[config.mk]
export PLATFORM = sky130hd
export DESIGN_NAME = hazard_ctrl
export DESIGN_NICKNAME = d
export VERILOG_FILES = /design/src/rtl/hazard_ctrl.sv
export SDC_FILE = /design/constraint.sdc
export NUM_CORES = 1
export LEC_CHECK = 0
export BUFFER_PORTS_ARGS = -buffer_cell sky130_fd_sc_hd__buf_2
export CORE_AREA = 2 2 92 94
export CTS_BUF_LIST = sky130_fd_sc_hd__clkbuf_8 sky130_fd_sc_hd__clkbuf_16
export CTS_CLUSTER_SIZE = 30
export DETAILED_ROUTE_END_ITERATION = 6
export DIE_AREA = 0 0 94 96
export GPL_TIMING_DRIVEN = 0
export PLACE_DENSITY = 0.65
export SLEW_MARGIN = 25
export SYNTH_ARGS = -nofsm -noshare
export SYNTH_HDL_FRONTEND = slang
export SYNTH_SLANG_ARGS = --single-unit
[constraint.sdc]
create_clock -name clk -period 7.2 [get_ports clk]
set_input_delay 1.8 -clock clk [delete_from_list [all_inputs] [get_ports clk]]
set_output_delay 1.8 -clock clk [all_outputs]
set_load 0.01 [all_outputs]
[src/rtl/hazard_ctrl.sv]
// Decode/read-stage hazard sequencer: load scoreboard, RAW/WAW/full/CSR-drain stalls,
// and redirect flush timing.
module hazard_ctrl #(
  parameter int MAX_LOADS    = 4,
  parameter int FLUSH_CYCLES = 2
) (
  input  logic                           clk,
  input  logic                           rst,
  input  logic                           id_valid,
  input  logic [4:0]                     id_rs1,
  input  logic [4:0]                     id_rs2,
  input  logic                           id_rs1_used,
  input  logic                           id_rs2_used,
  input  logic [4:0]                     id_rd,
  input  logic                           id_reg_we,
  input  logic                           id_mem_rr,
  input  logic                           id_csr_write,
  input  logic                           ex_redirect,
  input  logic                           mem_resp_valid,
  output logic                           stall,
  output logic                           bubble,
  output logic                           flush,
  output logic [4:0]                     resp_rd,
  output logic [$clog2(MAX_LOADS+1)-1:0] outstanding,
  output logic                           err_underflow
);
  localparam int AW = $clog2(MAX_LOADS);
  localparam int OW = $clog2(MAX_LOADS + 1);
  localparam int CW = (FLUSH_CYCLES > 1) ? $clog2(FLUSH_CYCLES) : 1;

  typedef enum logic [1:0] {RUN, FLUSH, DRAIN} state_e;

  state_e        state_q, state_d;
  logic [CW-1:0] cnt_q, cnt_d;
  logic [31:0]   pending_q, pending_d;
  logic [4:0]    fifo_q [MAX_LOADS];
  logic [AW-1:0] wr_ptr_q, rd_ptr_q;
  logic [OW-1:0] out_q;
  logic          err_q;
  logic          raw, waw, full, csr, issue, push, pop;
  logic          stall_c, bubble_c, flush_c;

  // Hazards look only at registered pending; a response this cycle clears them next cycle.
  assign raw  = id_valid & ((id_rs1_used & pending_q[id_rs1]) | (id_rs2_used & pending_q[id_rs2]));
  assign waw  = id_valid & id_reg_we & pending_q[id_rd];
  assign full = id_valid & id_mem_rr & (out_q == OW'(MAX_LOADS));
  assign csr  = id_valid & id_csr_write & (out_q != '0);
  assign pop  = mem_resp_valid & (out_q != '0);
  assign push = issue & id_mem_rr;

  always_comb begin
    state_d  = state_q;
    cnt_d    = cnt_q;
    stall_c  = 1'b0;
    bubble_c = 1'b0;
    flush_c  = 1'b0;
    issue    = 1'b0;
    case (state_q)
      RUN: begin
        if (ex_redirect) begin
          flush_c  = 1'b1;
          bubble_c = 1'b1;
          state_d  = FLUSH;
          cnt_d    = CW'(FLUSH_CYCLES - 1);
        end else if (csr) begin
          stall_c  = 1'b1;
          bubble_c = 1'b1;
          state_d  = DRAIN;
        end else if (raw | waw | full) begin
          stall_c  = 1'b1;
          bubble_c = 1'b1;
        end else begin
          issue = id_valid;
        end
      end
      FLUSH: begin
        flush_c  = 1'b1;
        bubble_c = 1'b1;
        if (ex_redirect)        cnt_d   = CW'(FLUSH_CYCLES - 1);
        else if (cnt_q == '0)   state_d = RUN;
        else                    cnt_d   = cnt_q - 1'b1;
      end
      DRAIN: begin
        if (ex_redirect) begin
          flush_c  = 1'b1;
          bubble_c = 1'b1;
          state_d  = FLUSH;
          cnt_d    = CW'(FLUSH_CYCLES - 1);
        end else if (out_q != '0) begin
          stall_c  = 1'b1;
          bubble_c = 1'b1;
        end else begin
          issue   = id_valid;
          state_d = RUN;
        end
      end
      default: state_d = RUN;
    endcase
  end

  // Pop-clear first so a same-cycle reissue to the same rd stays pending.
  always_comb begin
    pending_d = pending_q;
    if (pop) pending_d[fifo_q[rd_ptr_q]] = 1'b0;
    if (push & id_reg_we & (id_rd != 5'd0)) pending_d[id_rd] = 1'b1;
    pending_d[0] = 1'b0;
  end

  always_ff @(posedge clk or posedge rst) begin
    if (rst) begin
      state_q   <= RUN;
      cnt_q     <= '0;
      pending_q <= '0;
      wr_ptr_q  <= '0;
      rd_ptr_q  <= '0;
      out_q     <= '0;
      err_q     <= 1'b0;
      for (int i = 0; i < MAX_LOADS; i++) fifo_q[i] <= '0;
    end else begin
      state_q   <= state_d;
      cnt_q     <= cnt_d;
      pending_q <= pending_d;
      if (push) begin
        fifo_q[wr_ptr_q] <= id_reg_we ? id_rd : 5'd0;
        wr_ptr_q         <= wr_ptr_q + 1'b1;
      end
      if (pop) rd_ptr_q <= rd_ptr_q + 1'b1;
      if (push & ~pop)      out_q <= out_q + 1'b1;
      else if (~push & pop) out_q <= out_q - 1'b1;
      if (mem_resp_valid & (out_q == '0)) err_q <= 1'b1;
    end
  end

  assign stall         = stall_c  & ~rst;
  assign bubble        = bubble_c & ~rst;
  assign flush         = flush_c  & ~rst;
  assign resp_rd       = fifo_q[rd_ptr_q];
  assign outstanding   = out_q;
  assign err_underflow = err_q;
endmodule

Word level (Yosys, flattened, before mapping)
Index checks and enable logic that the tools add are counted.

Add/sub/neg operators: 5. Magnitude comparators: 9. Eq/ne operators: 8. Muxes and demuxes: 49. Bitwise gates (word level): 30. Reductions and logical operators: 12.

Operators by type and width (number): 32-bit two-way mux (2); 32-bit AND (1); 32-bit inverter (1); 32-bit bitwise OR (1); 5-bit by 6-bit < comparator with 1-bit output (second input constant) (4); 1-bit two-way mux (21); 20-bit bitwise mux (1); 5-bit two-way mux (4); 1-bit AND (19); 1-bit binary-select mux with 5-bit select (3); 2-bit two-way mux (6); 5-bit binary-select mux with 2-bit select (1); 1-bit demux with 5-bit select (2); 5-bit demux with 2-bit select (1); 5-bit by 1-bit greater-or-equal comparator with 1-bit output (second input constant) (2); 1-bit one-hot mux with 2 select lines (4); 3-bit greater-or-equal comparator (second input constant) (2); 3-bit two-way mux (2); 3-bit inequality test (second input constant) (2); 2-bit inverter with 3-bit output (2); 2-bit one-hot mux with 3 select lines (1); 5-bit nonzero test (1); 2-bit by 1-bit adder with 2-bit output (second input constant) (2); 2-bit inequality test (second input constant) (2); 19 further kinds (26).

Register bits: 62. Input port bits: 25. Output and inout port bits: 12.

Depth between registers and ports, before layout
Word-level depth: 16. Gate-level depth with buffers: 14.

Worst setup path after synthesis
No wires, ideal clock.

Kind: input to output. Start point: in id_rs2[1]. End point: out bubble. Arrival: 3.932 ns. Data required time: 5.400 ns. Slack: 1.468 ns. Stages: 8. Cells stage by stage: buf_2 -> mux2_1 -> a221oi_1 -> a2111oi_0 -> o41a_1 -> a221o_2 -> a2111oi_0 -> nor2_1.

Word-level cells in the longest chain between the ends: 12.

Ends and longest elaborated chain: start: declaration (RTL line 11) `input logic [4:0] id_rs2,`; 1-bit binary-select mux with 5-bit select (RTL line 44) `assign raw = id_valid & ((id_rs1_used & pending_q[id_rs1]) | (id_rs2_used & pending_q[id_rs2]));`; 1-bit two-way mux (implied by the code) (RTL line 44); 1-bit AND (RTL line 44); 1-bit bitwise OR (RTL line 44); 1-bit AND (RTL line 44); 1-bit bitwise OR (2 in series) (RTL line 69) `end else if (raw | waw | full) begin`; 1-bit two-way mux (RTL line 69); 1-bit two-way mux (RTL line 65) `end else if (csr) begin`; 1-bit two-way mux (RTL line 60) `if (ex_redirect) begin`; 1-bit one-hot mux with 3 select lines (RTL line 58) `case (state_q)`; 1-bit AND (RTL line 135) `assign bubble = bubble_c & ~rst;`; end: declaration (RTL line 21) `output logic bubble,`.

Every way passes these cells. The select of a mux whose other input is x is not followed.

Final worst setup path
Start point: in id_rd[3]. End point: out stall.

Word-level cells in the longest chain between the ends: 10.

Ends and longest elaborated chain: start: declaration (RTL line 14) `input logic [4:0] id_rd,`; 1-bit binary-select mux with 5-bit select (RTL line 45) `assign waw = id_valid & id_reg_we & pending_q[id_rd];`; 1-bit two-way mux (implied by the code) (RTL line 45); 1-bit AND (RTL line 45); 1-bit bitwise OR (2 in series) (RTL line 69); 1-bit two-way mux (RTL line 69); 1-bit two-way mux (RTL line 65); 1-bit two-way mux (RTL line 60); 1-bit one-hot mux with 2 select lines (RTL line 58); 1-bit AND (RTL line 134) `assign stall = stall_c & ~rst;`; end: declaration (RTL line 20) `output logic stall,`.

Every way passes these cells. The select of a mux whose other input is x is not followed.

==> impl_metrics.yaml <==
run_status:
  outcome: "finished, final reports clean"
floorplan:
  start_util: 0.484
  height_of_the_chip_um: 96
  ios: 37
  placementRows: 33
  die_w_um: 94
  floorplan.die_area_um2: 9020
  area_of_the_core_um2: 8050
sta:
  min_period_ns: 6.14
  clock-skew-final_ns: 0.0158
  timing.final.crit_share: 0.853
  final.setup.tns_ns: 0
  setup_viol: 0
  clock.fmax_mhz: 163
  final_critical_path_setup_slack_ns: 1.06
  final_max_slew_viols: 0
  worst-slew-pin-transition_ns: 0.938
  grt_setup_unrepaired: "false"
  timing.final.hold_violations: 0
  slew-limit-headroom: 0.373
power:
  seqPwrFrac: 0.416
  comb_power_share: 0.285
  power.leakage_uw: 0.00184
  power.clock.fraction: 0.300
  design_internal_power_uw: 694
  power.density_cell_area_nw_per_um2: 237
  vdd.ir_drop.worst_v: 0.000168
  switching_share: 0.338
  totalPowerFinal_uw: 1050
  power.net_switching_uw: 354
hold_path:
  hold_path_depth: 1
  worst_hold_path_type: "reg2reg"
  hold-path-endpoint: "err_underflow"
  min-delay-start: "err_underflow"
clock_tree:
  clock_insertion_delay_worst_skew_ns: 0.35
  tritoncts: "done"
  cts_htree_levels: 3
  clk_root_buffer_cell: "sky130_fd_sc_hd__clkbuf_8"
  cts.reportedPaths.clkPinSlew_ns: 0.07
  post_cts_hold_buffer_count: 0
  post-cts-setup-buffers: 0
  clock-sinks: 62
  postCtsResizedCells: 0
  cts_made_buffers: 9
  clock_tree.buffer_depth: 2
routing:
  drt_first_pass_iters: 4
  num_vias: 3182
  route.detailed.drc: 0
  antenna_violating_nets_post_route: 0
  routed_wire_length_mm: 10.4
  post_detailed_route_via_to_cell_ratio: 5.94
  first_iter_violations: 309
  wl_per_cell_um: 19.3
synthesis:
  post-synth-top-area-cell: "sky130_fd_sc_hd__dfrtp_1"
  ys_warn_count: 0
  netlist_top_cells_area: "sky130_fd_sc_hd__dfrtp_1 40%, sky130_fd_sc_hd__mux4_2 9.8%, sky130_fd_sc_hd__mux2_2 9.2%"
  yosys_most_used_dff: "sky130_fd_sc_hd__dfrtp_1"
  yosys_register_bits: 62
  ys_async_sr_fraction: 1.00
  postSynthAreaPerCell_um2: 10.2
  synth.top_cell.area_share: 0.398
  synth_area_um2: 3900
  synth_edf_count: 0
  net_count_after_synthesis: 413
  yosysSeqAreaShare: 0.398
  netlist_instances: 382
  synthDistinctLibCells: 53
critical_path:
  start_kind: "primary input"
  worstSetupStartpoint: "id_rd[3]"
  worst-setup-path-type: "in2out"
  crit-reg2reg-launch: "pending_q[3]"
  rr_worst_depth: 13
  cp_data_arrival_time_ns: 4.34
  timing.critical_path.fanout_max: 10
  regToRegSetupSlack_ns: 3.65
  worst_r2r_endpoint: "outstanding[2]"
  critical_path.endpoint_type: "output port"
  worst_ep_required_time_ns: 5.40
final_layout:
  antenna-diode-count: 0
  area.growth.synth_to_final_pct: 13.4
  layout-drive-gt1-share: 0.271
  most-common-layout-cells: "62 x sky130_fd_sc_hd__dfrtp_1, 50 x sky130_fd_sc_hd__nand2_1, 35 x sky130_fd_sc_hd__buf_2, 35 x sky130_fd_sc_hd__o21ai_0, 32 x sky130_fd_sc_hd__mux2_2"
  finish.cell_count_without_fillers: 536
  layout.cells.most_common: "sky130_fd_sc_hd__dfrtp_1"
  final_net_count: 457
global_routing:
  grt-ovfl-total: 0
  grt_start_max_net_pins: 39
  via_count_of_the_first_global_routing_pass: 3301
  grt_first_pass_wirelength_mm: 16.9
  grt_util_all_layers: 0.252
  antenna_found_initial: 0
placed_design:
  globalplace.congestion: 0.936
  count_of_input_and_output_buffers: 31
  place_worst_setup_slack_ns: 1.07
  detailedPlacementHpwl_mm: 7.51
  placed_cells: 520
job:
  max_cap_viols: 0
-- critical path, stage by stage --
cell	delay, ns
sky130_fd_sc_hd__buf_2	0.10
sky130_fd_sc_hd__clkbuf_1	0.31
sky130_fd_sc_hd__nor3b_1	0.53
sky130_fd_sc_hd__nand2_1	0.17
sky130_fd_sc_hd__o221a_2	0.29
sky130_fd_sc_hd__nand4_1	0.12
sky130_fd_sc_hd__a221o_2	0.31
sky130_fd_sc_hd__nand3_1	0.11
sky130_fd_sc_hd__a2111oi_0	0.39
sky130_fd_sc_hd__buf_2	0.20
-- flip-flops by register name, summed over array words and instances (netlist names) --
signal / flops
cnt_q: 1
err_underflow: 1
fifo_q: 20
outstanding: 3
pending_q: 31
rd_ptr_q: 2
state_q: 2
wr_ptr_q: 2
-- metal layers --
layer / track usage / part of all wire / vias up
li1: - / - / 1493
met1: 0.327 / 0.43 / 1586
met2: 0.409 / 0.49 / 90
met3: 0.0564 / 0.059 / 13
met4: 0.110 / 0.016 / 0
met5: 0 / 0 / -
-- power by group through the flow --
stage,registers (uW),logic [uW],clock network [uW]
floorplan,436,206,0
global placement,439,290,0
detailed placement,442,300,0
CTS,436,302,316
global route,444,331,333
finish,436,298,314
-- Yosys cell counts (4+ instances only) --
cell	number
sky130_fd_sc_hd__nand3b_1	5
sky130_fd_sc_hd__mux2i_1	11
sky130_fd_sc_hd__o21ai_1	30
sky130_fd_sc_hd__dfrtp_1	62
sky130_fd_sc_hd__nand2_1	50
sky130_fd_sc_hd__inv_1	7
sky130_fd_sc_hd__mux2_2	32
sky130_fd_sc_hd__mux4_2	17
sky130_fd_sc_hd__a21oi_1	6
sky130_fd_sc_hd__a2111oi_0	5
sky130_fd_sc_hd__nor2b_1	8
sky130_fd_sc_hd__clkbuf_1	12
sky130_fd_sc_hd__buf_6	4
sky130_fd_sc_hd__nand3_1	8
sky130_fd_sc_hd__xnor2_1	4
sky130_fd_sc_hd__ha_1	5
sky130_fd_sc_hd__o21ai_0	35
sky130_fd_sc_hd__nor2_1	9
sky130_fd_sc_hd__nor3b_1	5
sky130_fd_sc_hd__buf_1	6
sky130_fd_sc_hd__a21oi_2	4
sky130_fd_sc_hd__and2_1	5
sky130_fd_sc_hd__a22oi_1	4
-- layout make-up --
type	instances	area, um2
Buffer	25	128
Clock buffer	10	138
Multi-Input combinational cell	286	2190
Inverter	9	36.3
Sequential cell	62	1550
Fill cell	726	3630
Tap cell	105	131
Clock inverter	6	62.6
Timing Repair Buffer	33	180
-- worst max-delay path by stage --
| stage | endpoint | slack [ns] | depth (start not counted) |
|---|---|---|---|
| 2_1_floorplan | bubble | 1.47 | 8 |
| 3_5_place_dp | bubble | 1.07 | 9 |
| 5_1_grt | stall | 0.81 | 10 |
| 6_report | stall | 1.06 | 10 |
| 3_3_place_gp | bubble | 1.03 | 5 |
| 4_1_cts | bubble | 1.09 | 9 |
-- kinds of logic after synthesis --
| kind of cell | share of synthesized area |
|---|---|
| xor gates and xnor gates | 0.0135 |
| and+or+nand+nor | 0.146 |
| muxes | 0.225 |
| DFF | 0.398 |
| adders and majority gates | 0.0212 |
| AOI/OAI and AO/OA | 0.155 |
| buffers and inverters | 0.0414 |
-- per-stage QoR --
stage	area [um2]	utilization	hold WS (ns)
final	4420	0.549	0.465
after global routing	4420	0.549	0.491
after CTS	4420	0.549	0.468
after detailed placement	4220	0.524	0.451
after global placement	4180	0.520	0.435
after floorplan	3900	-	0.475
Power figures use the tool's default switching activity.
